<file path="config.mk">
export PLATFORM = sky130hd
export DESIGN_NAME = uart_tx_arbiter
export DESIGN_NICKNAME = d
export VERILOG_FILES = /design/src/rtl/uart_arb_pkg.sv /design/src/rtl/rr_picker.sv /design/src/rtl/uart_tx_arbiter.sv
export SDC_FILE = /design/constraint.sdc
export NUM_CORES = 1
export LEC_CHECK = 0
export CORE_ASPECT_RATIO = 0.6
export CORE_MARGIN = 1
export CORE_UTILIZATION = 30
export CTS_CLUSTER_DIAMETER = 80
export DETAILED_ROUTE_END_ITERATION = 6
export GPL_ROUTABILITY_DRIVEN = 1
export GPL_TIMING_DRIVEN = 0
export PLACE_DENSITY_LB_ADDON = 0.12
export REMOVE_ABC_BUFFERS = 1
export SYNTH_ARGS = -nofsm -noshare
export SYNTH_HDL_FRONTEND = slang
export SYNTH_SLANG_ARGS = --single-unit
</file>
<file path="constraint.sdc">
create_clock -name Clk -period 2.5 [get_ports Clk]
set_input_delay 0.75 -clock Clk [delete_from_list [all_inputs] [get_ports Clk]]
set_output_delay 0.75 -clock Clk [all_outputs]
set_load 0.01 [all_outputs]
</file>
<file path="src/rtl/uart_arb_pkg.sv">
// Shared types and helpers for the UART TX arbiter.
// Contents: arbiter state encoding, header tag nibble, round-robin pointer step.
// No logic of its own; imported by uart_tx_arbiter and rr_picker.
package uart_arb_pkg;

  typedef enum logic [1:0] {
    IDLE   = 2'd0,
    HEADER = 2'd1,
    STREAM = 2'd2
  } arb_state_e;

  // Upper nibble of the per-frame tag byte; the lower nibble carries the grantee.
  localparam logic [3:0] HDR_TAG = 4'hA;

  // Advance a round-robin pointer by one, wrapping at n.
  function automatic int unsigned next_ptr(input int unsigned ptr, input int unsigned n);
    return (ptr + 1 >= n) ? 0 : ptr + 1;
  endfunction

endpackage

</file>
<file path="src/rtl/rr_picker.sv">
// Purpose: combinational round-robin select, first set req_valid bit at or above rr_ptr (wrapping).
// Latency: 0 cycles, pure combinational.
// Backpressure: none; the caller decides when the pick is consumed.
// Ports: req_valid (N_REQ requests), rr_ptr (scan start) -> pick_valid, pick_id.
module rr_picker
  import uart_arb_pkg::*;
#(
  parameter int N_REQ = 4,
  parameter int IDW   = $clog2(N_REQ)
) (
  input  logic [N_REQ-1:0] req_valid,
  input  logic [IDW-1:0]   rr_ptr,
  output logic             pick_valid,
  output logic [IDW-1:0]   pick_id
);

  int idx;

  // Scan from the farthest offset down to offset 0 so the candidate closest
  // to rr_ptr is the last one written and therefore wins.
  always_comb begin
    pick_valid = 1'b0;
    pick_id    = '0;
    idx        = 0;
    for (int k = N_REQ - 1; k >= 0; k--) begin
      idx = int'(rr_ptr) + k;
      if (idx >= N_REQ) idx = idx - N_REQ;
      if (req_valid[idx]) begin
        pick_valid = 1'b1;
        pick_id    = IDW'(idx);
      end
    end
  end

endmodule

</file>
<file path="src/rtl/uart_tx_arbiter.sv">
// Purpose: frame-granular round-robin sharing of one UART TX path among N_REQ byte streams.
// Latency: 1 idle arbitration cycle before the first byte (2 with the tag header); STREAM data path is combinational.
// Backpressure: Full stalls HEADER and STREAM indefinitely; a grantee idle for STALL_TIMEOUT cycles is revoked with abort.
// Ports: Clk, Reset (sync, active-high); req_valid/req_data/req_last in, req_ready out;
//        Full in; TX_data, wr_uart_en out; grant_id, busy, abort status out.
// Build option: define UART_TX_ARB_ID_HEADER_EN to prefix every frame with tag byte {HDR_TAG, grant_id}.
module uart_tx_arbiter
  import uart_arb_pkg::*;
#(
  parameter int N_REQ         = 4,
  parameter int DATA_BITS     = 8,
  parameter int STALL_TIMEOUT = 1024
) (
  input  logic                       Clk,
  input  logic                       Reset,
  input  logic [N_REQ-1:0]           req_valid,
  input  logic [N_REQ*DATA_BITS-1:0] req_data,
  input  logic [N_REQ-1:0]           req_last,
  output logic [N_REQ-1:0]           req_ready,
  input  logic                       Full,
  output logic [DATA_BITS-1:0]       TX_data,
  output logic                       wr_uart_en,
  output logic [$clog2(N_REQ)-1:0]   grant_id,
  output logic                       busy,
  output logic                       abort
);

  localparam int IDW  = $clog2(N_REQ);
  localparam int CNTW = (STALL_TIMEOUT > 0) ? $clog2(STALL_TIMEOUT + 1) : 1;
  // The abort fires on the idle cycle that would bring the count to STALL_TIMEOUT.
  localparam logic [CNTW-1:0] STALL_LIM = (STALL_TIMEOUT > 0) ? CNTW'(STALL_TIMEOUT - 1) : '0;

  arb_state_e      state_q, state_d;
  logic [IDW-1:0]  rr_ptr_q, rr_ptr_d;
  logic [IDW-1:0]  grant_q, grant_d;
  logic [CNTW-1:0] stall_cnt_q, stall_cnt_d;

  logic            pick_valid;
  logic [IDW-1:0]  pick_id;
  logic            grant_vld;
  logic            grant_last;

  rr_picker #(.N_REQ(N_REQ), .IDW(IDW)) u_picker (
    .req_valid  (req_valid),
    .rr_ptr     (rr_ptr_q),
    .pick_valid (pick_valid),
    .pick_id    (pick_id)
  );

  assign grant_vld  = req_valid[grant_q];
  assign grant_last = req_last[grant_q];
  assign grant_id   = grant_q;

  always_ff @(posedge Clk) begin
    if (Reset) begin
      state_q     <= IDLE;
      rr_ptr_q    <= '0;
      grant_q     <= '0;
      stall_cnt_q <= '0;
    end else begin
      state_q     <= state_d;
      rr_ptr_q    <= rr_ptr_d;
      grant_q     <= grant_d;
      stall_cnt_q <= stall_cnt_d;
    end
  end

  always_comb begin
    state_d     = state_q;
    rr_ptr_d    = rr_ptr_q;
    grant_d     = grant_q;
    stall_cnt_d = stall_cnt_q;
    req_ready   = '0;
    TX_data     = '0;
    wr_uart_en  = 1'b0;
    busy        = 1'b0;
    abort       = 1'b0;

    case (state_q)
      IDLE: begin
        stall_cnt_d = '0;
        if (pick_valid) begin
          grant_d = pick_id;
`ifdef UART_TX_ARB_ID_HEADER_EN
          state_d = HEADER;
`else
          state_d = STREAM;
`endif
        end
      end

`ifdef UART_TX_ARB_ID_HEADER_EN
      HEADER: begin
        busy = 1'b1;
        if (!Full) begin
          wr_uart_en = 1'b1;
          TX_data    = DATA_BITS'({HDR_TAG, 4'(grant_q)});
          state_d    = STREAM;
        end
      end
`endif

      STREAM: begin
        busy               = 1'b1;
        req_ready[grant_q] = !Full;
        TX_data            = req_data[int'(grant_q)*DATA_BITS +: DATA_BITS];
        wr_uart_en         = grant_vld && !Full;
        if (grant_vld) begin
          // A valid byte blocked by Full is not a stall: the counter holds.
          if (!Full) begin
            stall_cnt_d = '0;
            if (grant_last) begin
              rr_ptr_d = IDW'(next_ptr(32'(grant_q), 32'(N_REQ)));
              state_d  = IDLE;
            end
          end
        end else if (STALL_TIMEOUT != 0) begin
          if (stall_cnt_q == STALL_LIM) begin
            // Revoke the grant; bytes already sent stay on the line.
            abort       = 1'b1;
            rr_ptr_d    = IDW'(next_ptr(32'(grant_q), 32'(N_REQ)));
            stall_cnt_d = '0;
            state_d     = IDLE;
          end else begin
            stall_cnt_d = stall_cnt_q + CNTW'(1);
          end
        end
      end

      default: state_d = IDLE;
    endcase
  end

endmodule

</file>
Word-level counts from Yosys, hierarchy flattened
Cells that the tools add are included.
Word-level totals
  register bits: 17
  bits in latches: 0
  RAM bits: 0
  ROM bits: 0
  input bits: 43
  output and inout bits: 17
  logic and storage cells: 96
  memories kept: 0
Operators by class
  $add $sub $neg: 9
  multiply operators: 0
  div/mod/pow operators: 0
  magnitude comparators: 11
  eq/ne operators: 8
  shift operators: 1
  multiplexer cells: 52
  bitwise logic cells: 1
  reductions and logical operators: 10
Operator list (count)
  $lt 32x4->1 const B: 4
  $mux 32: 4
  $ge 32x4->1 const B: 3
  $sub 32x4->32 const B: 3
  $mux 11: 3
  $shiftx 32x6->8: 1
  $mux 2: 14
  $pmux 11 s2: 1
  $mux 1: 20
  $bmux 1 s2: 6
  $add 11x1->11 const B: 1
  $eq 11x10->1 const B: 1
  $ne 3x3->1 const B: 3
  $mux 8: 1
  $reduce_and 4->1: 2
  $add 2x1->3 const B: 2
  $add 2x2->3 const B: 2
  $and 4x4->4: 1
  $mux 4: 1
  $ne 2x2->1 const B: 2
  $pmux 2 s2: 1
  $reduce_and 2->1: 2
  $reduce_bool 2->1: 2
  $sub 2x3->4 const B: 1
  other kinds (10): 11

Depth between registers and ports, before layout
Gate-level depths: netlist (run 1).
  word-level depth: 12
  mapped depth: 7
  depth with buffers taken out: 6

Hierarchy
From an unflattened synthesis (run 1), not the netlist that was laid out.
Unflattened totals
  cell total of the unflattened synthesis: 139
  area total of the unflattened synthesis: 1256.2 um^2
Modules (own cells, without submodules)
  uart_tx_arbiter: times used 1, cells an instance 126, area an instance 1178.6 um^2, seq. area each 320.3 um^2
  rr_picker: times used 1, cells an instance 13, area an instance 77.6 um^2, seq. area each 0.0 um^2

Least setup slack after synthesis (run 1)
Ideal clock, no wire load.
  path type: input -> output
  start point: input port req_valid[3]
  end point: output port abort
  arrival: 1.704 ns
  required time: 1.750 ns
  setup slack: 0.046 ns
  stages: 3
  buffers on the path: 0
  cell sequence: mux4_2 nand2b_1 nor2_1
On the way
  word-level cells in the longest chain between the ends: 4
RTL lines
  start, declared: line uart_tx_arbiter.sv:16  | input logic [N_REQ-1:0] req_valid,
  $bmux 1 s2: line uart_tx_arbiter.sv:50  | assign grant_vld = req_valid[grant_q];
  $mux 1 (not written as such): line uart_tx_arbiter.sv:50
  $mux 1: line uart_tx_arbiter.sv:108  | if (grant_vld) begin
  $mux 1: line uart_tx_arbiter.sv:79  | case (state_q)
  end, declared: line uart_tx_arbiter.sv:25  | output logic abort
Every way passes these cells. The select of a mux whose other input is x is not followed.

Worst setup path after layout (run 1)
  start point: input port req_valid[3]
  end point: output port wr_uart_en
On the way
  word-level cells in the longest chain between the ends: 4
RTL lines
  $bmux 1 s2: line uart_tx_arbiter.sv:50
  $mux 1 (not written as such): line uart_tx_arbiter.sv:50
  $logic_and 1x1->1: line uart_tx_arbiter.sv:107  | wr_uart_en = grant_vld && !Full;
  $mux 1: line uart_tx_arbiter.sv:79
  end, declared: line uart_tx_arbiter.sv:22  | output logic wr_uart_en,
Every way passes these cells. The select of a mux whose other input is x is not followed.

==> flow_metrics.py, run 1 <==
metrics = {
    "placement": {
        "io_buffers": 59,
        "hpwlAfterDp_um": 2641,
        "globalplace.congestion": 0.8162,
        "pre_cts_slack_ns": -1.060,
    },
    "floorplanning": {
        "core_um2": 3744,
        "die_area_um2": 4265,
        "rows": 17,
        "die_height_um": 50.99,
        "ios": 60,
        "die_w_um": 83.65,
        "start_util_pct": 32.05,
    },
    "clocking": {
        "clock-sinks": 16,
        "cts_buffers": 3,
        "worstSkewPairLatency_ns": 0.25,
        "cts-root-buf": "clkbuf_8",
        "h-tree-depth": 1,
        "cts_tree": "yes",
        "clkTransAtPathRegs_ns": 0.06,
        "cts_buffer_depth": 2,
    },
    "timing": {
        "finalClockSkew_ns": 0.002143,
        "timing.final.ws_setup_ns": 0.008632,
        "finalHoldViolations": 0,
        "finalSetupViolCount": 0,
        "finalCritPeriodShare_pct": 99.65,
        "drv_slew": 0,
        "tightest_slew_ns": 0.4048,
        "slew_headroom_pct": 73.01,
        "period_minus_slack_ns": 2.491,
        "max_freq_mhz": 401.4,
        "rsz0062_at_grt": "true",
    },
    "final_layout": {
        "fill_cells": 367,
        "final_util_pct": 51.67,
        "seqCellArea_um2": 326.6,
        "n_antenna_cell": 0,
        "syn_to_final_growth_pct": 61.21,
        "drive_above_1_share_pct": 26.94,
        "multiInputGateArea_um2": 858.3,
        "fin_nets": 242,
    },
    "pwr": {
        "p_leak_nw": 0.8447,
        "vdd_ir_drop_max_v": 0.0001811,
        "powerDensity_nw_per_um2": 383.0,
    },
    "critical_path": {
        "required_ns": 1.75,
        "r2r_start": "grant_id[1]",
        "critPathArrivalTime_ns": 1.74,
        "rr_worst_depth": 7,
        "critPathMaxFanout": 3,
        "endpoint_kind": "primary output",
        "rr_endpoint": "stall_cnt_q[3]",
        "crit_path_start": "req_valid[3]",
        "r2r_slack_ns": 0.31,
        "cp-start-kind": "input pin",
        "cp-endpoint": "wr_uart_en",
        "crit_type": "input pin to primary output",
    },
    "route": {
        "vias": 1171,
        "wl_per_cell_um": 13.55,
        "drtIter0Drc": 30,
        "drc_errors": 0,
        "viasPerCell": 4.879,
        "firstDrtPassIters": 4,
        "antenna_left": 0,
        "wirelength_um": 3252,
    },
    "synth": {
        "synth_cell_types": 37,
        "syn_inst": 128,
        "synth_top_area_share_pct": 26.69,
        "synth_area_um2": 1200,
        "ys_seq_area_share_pct": 26.69,
        "avgSynthCellArea_um2": 9.374,
        "synth_top_area_cell": "dfxtp_1",
        "synthTopCellsByArea": "dfxtp_1, mux4_2, and2_1, ha_1, and3_1",
        "synth-seq-cells": 16,
        "yosys_warnings": 0,
    },
    "run": {
        "cap_violations": 0,
    },
    "global_route": {
        "met1_usage_pct": 20.18,
        "met3_usage_pct": 3.393,
        "grt_max_degree": 18,
        "grt_remaining_overflow": 0,
        "busiest_layer": "met2",
        "first_global_vias": 1206,
        "grt_use_met2_pct": 28.73,
        "antenna_found_initial": 0,
        "groute.usage.overall_pct": 15.86,
        "grt_pass1_wl_um": 5416,
    },
    "min_path": {
        "hp-class": "flop to flop",
        "hp-start": "stall_cnt_q[10]",
    },
    "status": {
        "status": "complete, no violations",
    },
}
==> routing by layer <==
layer  wire length, um  vias up
met5                 0        -
met4                 5        0
met3                71        3
met2              1627       16
met1              1548      563
li1                  -      589
==> Yosys cell counts (all sizes together) <==
cell type / n
inv: 8
o221ai: 1
nand3: 4
mux2i: 3
dfxtp: 16
xor2: 4
and3: 6
nor2b: 1
a221o: 1
o21ai: 4
clkbuf: 2
nor2: 15
nand2b: 4
nor3: 1
a31o: 1
xnor2: 4
o31ai: 1
nor3b: 1
or2: 1
nand2: 3
buf: 3
a21oi: 5
or3: 1
mux4: 10
and2: 15
ha: 5
nand4: 3
a211oi: 2
and3b: 1
a31oi: 2
==> placed cells by master, fill, tap and decap left out, types with 6 or more instances in the layout <==
cell | Yosys | routed
nor2_1 | 10 | 8
inv_1 | 8 | 8
clkdlybuf4s50_1 | 0 | 8
buf_6 | 0 | 9
and2_1 | 15 | 11
and3_1 | 6 | 6
mux4_2 | 9 | 9
dfxtp_1 | 16 | 13
dlygate4sd2_1 | 0 | 35
==> report_power, final <==
group | switching, mW | total (mW) | internal (mW)
combinational | 0.0892 | 0.234 | 0.145
sequential | 0.0190 | 0.282 | 0.263
clock | 0.0855 | 0.225 | 0.140
total | 0.194 | 0.741 | 0.547
==> final cells by class <==
cell class | count | area share (%)
clock buffers | 4 | 2.846
inverters | 8 | 1.552
multi-input cells | 99 | 44.37
flip-flops and latches | 16 | 16.88
well taps | 47 | 3.040
repair buffers | 66 | 31.31
==> worst max-delay path, cell delays in order <==
cell and delay (ns):
buf_8 0.10, mux4_2 0.49, buf_6 0.14, and2_4 0.15
buf_6 0.11
==> kinds of logic after synthesis <==
family / count (synthesis) / synth area share [%]
xor gates and xnor gates: 8 / 5.839
AOI/OAI and AO/OA: 17 / 9.488
and+or+nand+nor: 56 / 26.70
muxes: 13 / 21.59
adders and majority gates: 5 / 5.214
DFF: 16 / 26.69
buffers and inverters: 13 / 4.484
==> stage by stage <==
stage | hold WS (ns) | std cells | area, um2 | TNS, ns | power [mW]
floorplan | 0.4707 | 123 | 1176 | -0.1321 | 0.3845
global placement | 0.4874 | 229 | 1826 | -9.286 | 0.5099
detailed placement | 0.4971 | 229 | 1826 | -10.04 | 0.5154
CTS | 0.5138 | 236 | 1846 | -0.01328 | 0.7285
global route | 0.5335 | 240 | 1934 | -0.01155 | 0.7785
finish | 0.5094 | 240 | 1934 | 0 | 0.7409
==> registers in the layout, indices dropped and copies added (netlist names) <==
name         flops
grant_id         2
stall_cnt_q     11
state_q          1
rr_ptr_q         2
==> worst min path at each step <==
stage / depth (start not counted) / to / slack, ns
after floorplan: 1 / stall_cnt_q[10] / 0.47
after global placement: 1 / stall_cnt_q[10] / 0.49
after detailed placement: 1 / stall_cnt_q[10] / 0.50
after CTS: 1 / stall_cnt_q[10] / 0.51
after global routing: 1 / stall_cnt_q[10] / 0.53
final: 1 / stall_cnt_q[10] / 0.51
==> repair_timing <==
action	CTS	global route
buffers inserted	3	4
resized for setup	109	12
pin swaps	2	0
hold buffers	0	0
endpoints found under the setup margin	24	8
(Power assumes the default switching activity.)
==> run 2: changes to the inputs <==
--- a/config.mk
+++ b/config.mk
@@ -14,6 +14,7 @@
 export GPL_TIMING_DRIVEN = 0
 export PLACE_DENSITY_LB_ADDON = 0.12
 export REMOVE_ABC_BUFFERS = 1
+export SKIP_CTS_REPAIR_TIMING = 1
 export SYNTH_ARGS = -nofsm -noshare
 export SYNTH_HDL_FRONTEND = slang
 export SYNTH_SLANG_ARGS = --single-unit
==> run 2 against run 1 <==
The flow now finishes with violations (setup timing). Clock skew decreased by 0.0015 ns. Sequential power barely moved. Via count increased by 3.3%. Total power is 4.1% higher. Final cell count rose by 3.8%. Utilization rose by 5.0 points. Largest power group unchanged.
==> flow_metrics.py, run 2 (same netlist as run 1, synthesis figures left out) <==
metrics = {
    "route": {
        "viasPerCell": 4.859,
        "drtIter0Drc": 59,
        "wirelength_um": 3535,
        "vias": 1210,
        "firstDrtPassIters": 4,
        "antenna_left": 0,
        "drc_errors": 0,
        "wl_per_cell_um": 14.20,
    },
    "clocking": {
        "cts-root-buf": "clkbuf_8",
        "h-tree-depth": 1,
        "worstSkewPairLatency_ns": 0.25,
        "clock-sinks": 16,
        "cts_buffer_depth": 2,
        "cts_tree": "yes",
        "clkTransAtPathRegs_ns": 0.06,
        "cts_buffers": 3,
    },
    "floorplanning": {
        "die_height_um": 50.99,
        "rows": 17,
        "ios": 60,
        "start_util_pct": 32.05,
        "die_w_um": 83.65,
        "core_um2": 3744,
        "die_area_um2": 4265,
    },
    "final_layout": {
        "drive_above_1_share_pct": 31.68,
        "final_area_um2": 2123,
        "top_register": "stall_cnt_q",
        "largest_reg_flops": 11,
        "fill_cells": 341,
        "fin_nets": 251,
        "seqCellArea_um2": 331.6,
        "syn_to_final_growth_pct": 76.96,
        "multiInputGateArea_um2": 858.3,
        "mostFrequentLayoutCell": "dlymetal6s2s_1",
        "fin_cells": 249,
        "n_antenna_cell": 0,
        "mostFrequentLayoutCells": "dlymetal6s2s_1, buf_4, dfxtp_1, clkdlybuf4s50_1",
    },
    "run": {
        "cap_violations": 0,
    },
    "placement": {
        "globalplace.congestion": 0.8162,
        "io_buffers": 59,
        "placed_area_um2": 1826,
        "dpl.cell_count": 229,
        "hpwlAfterDp_um": 2641,
    },
    "timing": {
        "period_minus_slack_ns": 2.627,
        "finalHoldViolations": 0,
        "finalCritPeriodShare_pct": 105.1,
        "finalClockSkew_ns": 0.0006669,
        "drv_slew": 0,
        "max_freq_mhz": 380.6,
        "tightest_slew_ns": 0.4065,
        "timing.final.ws_setup_ns": -0.1271,
        "finalSetupViolCount": 1,
        "slew_headroom_pct": 72.90,
        "totalNegativeSetupSlack_ns": -0.1271,
        "rsz0062_at_grt": "true",
    },
    "global_route": {
        "busiest_layer": "met2",
        "grt_pass1_wl_um": 5319,
        "grt_remaining_overflow": 0,
        "antenna_found_initial": 0,
        "groute.usage.overall_pct": 15.64,
        "grt_use_met2_pct": 28.73,
        "first_global_vias": 1180,
        "met1_usage_pct": 19.58,
        "grt_max_degree": 18,
        "met3_usage_pct": 3.393,
    },
    "critical_path": {
        "cp-start-kind": "input pin",
        "endpoint_kind": "primary output",
        "crit_type": "input pin to primary output",
        "critPathMaxFanout": 1,
        "required_ns": 1.75,
        "critPathArrivalTime_ns": 1.88,
    },
    "status": {
        "status": "complete, but fails checks",
        "violations": "setup timing",
    },
    "min_path": {
        "hp-class": "flop to flop",
    },
    "pwr": {
        "power.share.combinational_pct": 34.3,
        "p_sw_mw": 0.1968,
        "clockPowerShare_pct": 28.9,
        "p_seq_share_pct": 36.8,
        "vdd_ir_drop_max_v": 0.0001802,
        "powerDensity_nw_per_um2": 363.4,
        "p_leak_nw": 1.162,
        "power_mw": 0.7717,
        "p_int_mw": 0.5749,
        "switching_share_pct": 25.50,
    },
}
[run 2: power groups by stage]
stage	combinational (mW)	sequential, mW	clock, mW
after floorplan	0.0976	0.287	0
after global placement	0.217	0.293	0
after detailed placement	0.222	0.293	0
after CTS	0.223	0.288	0.233
after global routing	0.284	0.287	0.242
final	0.265	0.284	0.223
[run 2: metrics by stage]
step                util (%)  hold slack [ns]  setup WS [ns]
floorplan                  -           0.4707        -0.1321
global placement       48.76           0.4874         -1.015
detailed placement     48.76           0.4971         -1.060
CTS                    50.23           0.5138         -1.131
global route           56.72           0.5306        -0.1475
finish                 56.72           0.5090        -0.1271
[run 2: worst paths after layout]
check / from / end / slack (ns) / depth (start not counted)
worst max register to register: grant_id[0] / stall_cnt_q[3] / 0.28 / 7
worst min-delay path: stall_cnt_q[10] / stall_cnt_q[10] / 0.51 / 1
worst max-delay path: req_data[28] / TX_data[4] / -0.13 / 4
worst min register to register: stall_cnt_q[10] / stall_cnt_q[10] / 0.51 / 1
[run 2: layout make-up]
type	count	share of cell area [%]
flip-flops and latches	16	15.62
clock buffers	4	2.593
well taps	47	2.770
repair buffers	75	37.18
inverters	8	1.414
multi-input cells	99	40.42
[run 2: worst max-delay path, cell delays in order]
cell and delay (ns):
clkdlybuf4s50_1 0.39, mux4_2 0.45, and2_1 0.17, clkbuf_2 0.12
[run 2: metal layers]
layer,up-vias,wire length [um]
met5,-,0
met4,0,0
met3,0,97
met2,23,1827
met1,579,1610
li1,608,-
